$ cat src/rtl/speaker_div.sv
// Tone divider: 17-bit preloadable up-counter whose overflow toggles a square-wave speaker drive.
// Optional macro SPK_MUTE_REST_EN silences the output while the rest code (17'h1FFFF) is latched.
module speaker_div (
    input  logic        clk,
    input  logic        rst,
    input  logic [16:0] cnt_start,
    output logic        spkout,
    output logic        tick,
    output logic [16:0] cur_start
);

    localparam logic [16:0] REST = 17'h1FFFF;

    logic [16:0] r_cnt;
    logic [16:0] r_cur_start;
    logic        r_spkout;
    logic        r_tick;
    logic        w_ovf;
    logic        w_spk_next;

    assign w_ovf = (r_cnt == REST);

`ifdef SPK_MUTE_REST_EN
    // Rest forces the drive low; leaving rest toggles from that low level.
    assign w_spk_next = (cnt_start == REST) ? 1'b0 : ~r_spkout;
`else
    assign w_spk_next = ~r_spkout;
`endif

    always_ff @(posedge clk) begin
        if (rst) begin
            r_cnt       <= REST;
            r_cur_start <= REST;
            r_spkout    <= 1'b0;
            r_tick      <= 1'b0;
        end else begin
            r_tick <= w_ovf;
            if (w_ovf) begin
                // The preload is sampled only here, so a half-period is never cut short.
                r_cnt       <= cnt_start;
                r_cur_start <= cnt_start;
                r_spkout    <= w_spk_next;
            end else begin
                r_cnt <= r_cnt + 17'd1;
            end
        end
    end

    assign spkout    = r_spkout;
    assign tick      = r_tick;
    assign cur_start = r_cur_start;

endmodule
$ cat config.mk
export PLATFORM = sky130hd
export DESIGN_NAME = speaker_div
export DESIGN_NICKNAME = d
export VERILOG_FILES = /design/src/rtl/speaker_div.sv
export SDC_FILE = /design/constraint.sdc
export NUM_CORES = 1
export LEC_CHECK = 0
export CAP_MARGIN = 20
export CORE_UTILIZATION = 36
export DETAILED_ROUTE_END_ITERATION = 8
export PLACE_DENSITY = 0.59
export SLEW_MARGIN = 15
export SYNTH_ARGS = -nofsm -noshare
export SYNTH_HDL_FRONTEND = slang
export SYNTH_SLANG_ARGS = --single-unit
$ cat constraint.sdc
create_clock -name clk -period 6.4 [get_ports clk]
set_input_delay 0.96 -clock clk [delete_from_list [all_inputs] [get_ports clk]]
set_output_delay 0.96 -clock clk [all_outputs]
set_load 0.02 [all_outputs]
# Word level (Yosys, flattened, before mapping)

Index checks and enable logic that the tools add are counted.
W data, S select, Z words.

Mux-type cells: 1
Add/subtract/negate cells: 1
Equal/unequal tests: 1
Bitwise gates (word level): 1

Operator list:

| kind                    | number |
|---|---|
| $add A17 B1 Y17 const B | 1 |
| $eq A17 B17 Y1 const B  | 1 |
| $mux W17                | 1 |
| $not A1 Y1              | 1 |

Bits in registers: 36
Output and inout bits: 19
Word-level logic and storage cells: 8

# Depth between registers and ports, before layout

Word-level depth: 2
Gate-level depth with buffers: 10

# Least setup slack after synthesis

Ideal clock, no wire load.

Kind: register to register
From: register r_cnt[0]
To: register r_cur_start[10] (netlist: cur_start[10])
Path buffers: 3
Required time: 6.271 ns
Stages on the path, launching flop included: 11
Period minus slack after synthesis: 2.188 ns
Slack: 4.212 ns
Arrival: 2.058 ns
Cell sequence: dfxtp_1 ha_1 and3_1 and2_4 buf_6 and3_1 ha_1 buf_2 buf_2 mux2i_1 nand2_1

Longest elaborated chain between the ends: 1

RTL lines:

| element                  | RTL line | RTL |
|---|---|---|
| start: declaration       | 14       | `logic [16:0] r_cnt;` |
| start signal: assignment | 40       | `r_cnt <= cnt_start;` |
| start signal: assignment | 44       | `r_cnt <= r_cnt + 17'd1;` |
| $eq A17 B17 Y1           | 21       | `assign w_ovf = (r_cnt == REST);` |
| end signal: assignment   | 41       | `r_cur_start <= cnt_start;` |
| end: declaration         | 15       | `logic [16:0] r_cur_start;` |

No other way between the ends.
A chain may end at the register's enable or synchronous reset.

# Final worst setup path

From: input rst
To: register r_cnt[13]

RTL lines:

| element            | RTL line | RTL |
|---|---|---|
| start: declaration | 5        | `input logic rst,` |

No word-level cell between the ends.

==> impl_metrics.py <==
metrics = {
    "synth": {
        "synth_top_cell_by_area": "dfxtp_1",
        "syn_area_mm2": 0.00163,
        "synth_cell_types": 31,
        "synth_fa_ha_area_share_pct": 2.30,
        "synth_mux_area_share_pct": 12.9,
        "ys.warnings.count": 0,
        "synth-seq-cells": 36,
        "synth_top_family_by_area": "simple AND/OR/NAND/NOR gates",
        "yosys-top-cells-area": "dfxtp_1 (44%), mux2i_1 (13%), nand2_1 (5.7%), nor3b_1 (4.6%), a2111oi_4 (3.4%)",
        "synth-simple-area-share_pct": 21.7,
        "synth_top_area_share_pct": 44.1,
        "synth_cells": 163,
        "yosysSeqAreaShare_pct": 44.1,
        "synth_compound_area_share_pct": 10.4,
        "avgSynthCellArea_um2": 10.0,
        "synth_nets": 185,
        "synth_xor_area_share_pct": 4.82,
    },
    "drt": {
        "drt.antenna.violating_nets": 0,
        "remaining_drc_errors": 0,
        "vias": 1275,
        "via_per_inst": 5.10,
        "routedWlPerCell_um": 13.3,
        "routed_wl_mm": 3.33,
        "first_pass_iters": 4,
        "drt_iter0_markers": 54,
    },
    "pwr": {
        "p_switching_uw": 361,
        "power_switching_share_pct": 37.6,
        "power_frac_clock_pct": 15.8,
        "pwr-share-comb_pct": 49.1,
        "power-per-cell-area_mw_per_mm2": 452,
        "total_power_uw": 959,
        "p_int_uw": 598,
        "p_leak_nw": 0.739,
        "irDropWorstVdd_uv": 189,
        "power_frac_seq_pct": 35.2,
    },
    "flow_run": {
        "drv_cap": 0,
    },
    "global_route": {
        "grt_pass1_wl_mm": 5.64,
        "grt_pass1_vias": 1241,
        "grt_overflow": 0,
        "grtUsageTotal_pct": 14.7,
        "antenna_found_initial": 0,
        "grt_max_degree": 31,
    },
    "clock_tree": {
        "clockRootBuffer": "clkbuf_8",
        "clock-sinks": 36,
        "clock_latency_ns": 0.29,
        "clk_pin_slew_ns": 0.07,
        "cts_tree": "done",
        "htreeDepth": 2,
        "holdBufCountCts": 0,
        "cts_setup_buffers": 0,
        "cts_inserted_buffers": 5,
        "cts_resized": 0,
        "clockBufferDepth": 2,
    },
    "placed_design": {
        "place.gp.congestion": 0.718,
        "dpl_cell_area_mm2": 0.00202,
        "dp_slack_ns": 3.03,
        "detailed_place_hpwl_mm": 2.22,
        "dp_cells": 242,
        "port_buffers": 37,
    },
    "finish": {
        "final_common_cell": "clkdlybuf4s50_1",
        "fillers": 409,
        "final_cells": 250,
        "nets": 220,
        "layout_common_cells": "clkdlybuf4s50_1 (37), dfxtp_1 (36), nand2_1 (25), mux2i_1 (21), nor3b_1 (10)",
        "final_core_utilization_pct": 48.8,
        "drive_gt1_share_pct": 6.06,
        "fin_area_mm2": 0.00212,
        "syn_to_final_growth_pct": 29.9,
        "multiInputGateArea_um2": 851,
        "regArea_um2": 721,
        "diodes": 0,
    },
    "setup_path": {
        "critPathMaxFanout": 26,
        "required_ns": 6.60,
        "endpoint_kind": "flop",
        "crit_type": "in2reg",
        "worstPathArrival_ns": 3.23,
        "critPathLaunchType": "input port",
    },
    "timing": {
        "drv_slew": 0,
        "whs_ns": 0.474,
        "tightestPinTransition_ns": 0.923,
        "final_hold_viol_count": 0,
        "fmax_mhz": 330,
        "setup_viol": 0,
        "rsz0062_at_grt": "false",
        "finalCritPeriodShare_pct": 47.4,
        "skew_ns": 0.00852,
        "setup_ws_ns": 3.37,
        "maxSlewHeadroom_pct": 38.2,
        "tns_ns": 0,
        "period_needed_ns": 3.03,
    },
    "status": {
        "outcome": "finished clean",
    },
    "floorplan": {
        "dieArea_mm2": 0.00481,
        "fp.dieH_um": 69.4,
        "rows": 24,
        "start_util_pct": 37.5,
        "fp.dieW_um": 69.4,
        "ioPinCount": 38,
        "coreArea_mm2": 0.00435,
    },
    "worst_hold_path": {
        "worstHoldPathType": "reg2reg",
    },
}
## metal layers
layer	up-vias	track usage (%)	share of wire, %
met4	0	8.62	1.9
met3	7	4.07	5.0
met2	36	23.4	45
met5	-	0	0
li1	649	-	-
met1	583	17.7	48
## final cells by class
| class | count | area share, % |
|---|---|---|
| clock buffer | 6 | 3.42 |
| inverter | 1 | 0.177 |
| clock inverter | 1 | 0.236 |
| timing repair buffer | 39 | 19.1 |
| sequential | 36 | 33.9 |
| multi-input combinational | 115 | 40.1 |
| tap | 52 | 3.06 |
## cells in the mapped netlist
| cell | n |
|---|---|
| nor3b_1 | 10 |
| mux2i_1 | 21 |
| o21ai_0 | 2 |
| ha_1 | 3 |
| a2111oi_4 | 2 |
| dfxtp_1 | 36 |
| nor2b_1 | 2 |
| a21o_1 | 1 |
| a21oi_1 | 3 |
| and4_1 | 4 |
| nand2b_1 | 2 |
| nor2_1 | 2 |
| clkinv_1 | 1 |
| o211ai_1 | 3 |
| nor4b_1 | 2 |
| nand2_1 | 25 |
| a2111oi_0 | 1 |
| and3_1 | 7 |
| xor2_1 | 6 |
| nand4_1 | 2 |
| a211oi_1 | 2 |
| a311oi_1 | 3 |
| buf_6 | 2 |
| buf_1 | 1 |
| and2_4 | 1 |
| o21ba_2 | 1 |
| xnor2_1 | 3 |
| nor3_1 | 2 |
| clkbuf_1 | 6 |
| buf_2 | 2 |
| nand3_1 | 5 |
## critical path, cell delays in order
cell,delay [ns]
clkdlybuf4s50_1,1.08
clkinv_1,0.89
o211ai_1,0.30
## power groups by stage
stage	Combinational, mW	Clock, mW	Sequential, mW
after floorplan	0.328	0	0.364
after global placement	0.451	0	0.340
after detailed placement	0.458	0	0.341
after CTS	0.462	0.157	0.337
after global routing	0.510	0.168	0.349
final	0.471	0.151	0.337
## flip-flops by register name, indices dropped and copies added (netlist names)
name / flops
cur_start: 17
spkout: 1
r_cnt: 17
tick: 1
## logic make-up after synthesis
kind of cell    Yosys count
fa+ha+maj                 3
simple gates             64
flops                    36
mux                      21
buf+inv                  12
xor+xnor                  9
compound gates           18
## final timing paths
check	from	to	slack, ns	cells past startpoint
max	rst	r_cnt[13]	3.37	3
min	cur_start[14]	cur_start[14]	0.47	2
max reg2reg	r_cnt[0]	cur_start[0]	4.11	9
min reg2reg	cur_start[14]	cur_start[14]	0.47	2
Power figures use the tool's default switching activity.
==> patch (config.mk and constraints unchanged) <==
Register the output `spkout` once more, with the module's reset; this adds one clock of latency there. The other outputs are not delayed to match.
--- a/src/rtl/speaker_div.sv
+++ b/src/rtl/speaker_div.sv
@@ -48,3 +48,9 @@
 
-    assign spkout    = r_spkout;
+    always_ff @(posedge clk) begin
+        if (rst) begin
+            spkout <= '0;
+        end else begin
+            spkout <= r_spkout;
+        end
+    end
     assign tick      = r_tick;
Formal check against the unedited RTL: not equivalent (Yosys sat finds a counterexample within 4 cycles, from zero or initial values and one cycle with rst high).
==> patch against the original RTL <==
Synthesized area increased by 0.92%; sequential cell count increased by 1; design area increased by 0.47%; core utilization decreased by 0.11 points; routed wire length increased by 4.4%; register-to-register slack got worse by 450 ps; worst setup slack improved by 180 ps; power decreased by 4.5%; first-iteration DRC count increased by 93%; clock skew decreased by 5.0 ps.
==> patch: results (changes against the original RTL) <==
stage	metric	value	unit	change
cells_and_area	fraction of layout cells with a size suffix above 1	7.28	%	+1.2 points
drt	Vias/cell	5.16		+1.1%
placement	Placed Instances	251		+3.7%
placement	HPWL Detailed	2.41	mm	+8.6%
global_route	antenna violations before repair	0		unchanged
synthesis	sequential area share after synthesis	44.9	%	+0.81 points
synthesis	Cell variety after synth	33		+6.5%
synthesis	syn avg cell area	9.70	µm²	-3.2%
placement	RD Place Congestion	0.800		+11%
global_route	Total GRT Usage	16.0	%	+1.3 points
clock_tree	CTS clk-pin slew, worst paths	70	ps	about the same
run_status	outcome	finished, final reports clean		
sta	measured slew at the worst slew-check pin	964	ps	+40.9 ps
synthesis	most frequent cells after synthesis	37 x dfxtp_1, 26 x nand2_1, 20 x mux2i_1		
global_route	first-pass GRT wire length	6.13	mm	+8.8%
worst_setup_path	CP peak stage delay	800	ps	-280 ps
worst_setup_path	minimum setup slack among reg-to-reg paths	3660	ps	-450 ps
synthesis	Synth area leaders	dfxtp_1 45%, mux2i_1 12%, nand2_1 5.9%, xnor2_1 4.2%, nor3b_1 2.7%		
cells_and_area	Filler cells	426		+4.2%
worst_setup_path	CP max FO	27		+3.8%
cells_and_area	# nets final	228		+3.6%
drt	WL final	3.48	mm	+4.4%
pwr	total leakage power	0.783	nW	+6.0%
synthesis	Post-Syn Nets	192		+3.8%
drt	Iter 0 DRT Violations	104		+93%
clock_tree	post-CTS setup buffers	0		unchanged
worst_hold_path	hold crit path type	reg -> reg		
global_route	vias in the first global route	1310		+5.6%
global_route	largest net degree at the start of global routing	28		-9.7%
sta	Final Skew	3.48	ps	-5.04 ps
pwr	maximum VDD drop	0.000170	V	-9.8%
## patch: cell types whose count changed after synthesis, moves of 3 or more
cell     change
a21oi_1      +3
and3_1       -5
and4_1       -4
inv_1        +4
nor2_1       +7
nor3b_1      -4
nor4_1       +5
xnor2_1      +5
xor2_1       -5
## patch: final timing paths
| kind | start | end | cells after the start |
|---|---|---|---|
| worst min-delay path | cur_start[13]$_SDFFE_PP1N_ | cur_start[13]$_SDFFE_PP1N_ | 2 |
| worst min register to register | cur_start[13]$_SDFFE_PP1N_ | cur_start[13]$_SDFFE_PP1N_ | 2 |
| worst max-delay path | rst | r_cnt[14]$_SDFF_PP1_ | 5 |
| worst max register to register | r_cnt[0]$_SDFF_PP1_ | r_cnt[15]$_SDFF_PP1_ | 9 |
## patch: metrics by stage
stage                     total power, mW  area, µm²  hold slack [ps]  setup slack (ps)
final                               0.916       2130              473              3540
after CTS                           0.927       2130              481              3510
after detailed placement            0.761       2040              459              3190
after global routing                0.988       2130              505              3280
after global placement              0.750       2040              457              3340
after floorplan                     0.647       1650              459              4250
## patch: tightest hold or removal path, stage by stage (launching register included)
cell     delay (ps)
dfxtp_1         330
mux2i_1          60
nand2_1          60
## patch: cell families (layout without fill, tap and decap cells)
group,after synthesis,in the layout,share of synthesized area (%)
AND/OR/NAND/NOR,67,67,23.8
XOR/XNOR,9,9,4.78
flip-flops,37,37,44.9
AO/OA/AOI/OAI,21,21,8.50
buffers and inverters,13,49,3.57
multiplexers,20,20,12.1
adder cells (fa/ha/maj),3,3,2.28
## patch: routing by layer
metal | vias to the layer above | share of wire [%] | global-route usage, % | routed length, µm
met2 | 27 | 48 | 26.8 | 1680
met5 | - | 0 | 0 | 0
met4 | 0 | 1.6 | 7.33 | 54
met3 | 5 | 4.0 | 3.63 | 139
li1 | 671 | - | - | -
met1 | 627 | 46 | 19.5 | 1610
## patch: power breakdown
part	internal, mW	switching, mW	leakage [nW]
Combinational	0.197	0.215	0.436
Clock	0.0853	0.0751	0.0443
Sequential	0.291	0.0520	0.303
Total	0.574	0.342	0.783
## patch: final cells by class
| class | instances | area (µm²) | share of cell area [%] |
|---|---|---|---|
| Multi-Input combinational cell | 120 | 852 | 39.9 |
| Timing Repair Buffer | 37 | 370 | 17.4 |
| Sequential cell | 37 | 741 | 34.7 |
| Tap cell | 52 | 65.1 | 3.05 |
| Clock buffer | 7 | 86.3 | 4.05 |
| Inverter | 5 | 18.8 | 0.880 |
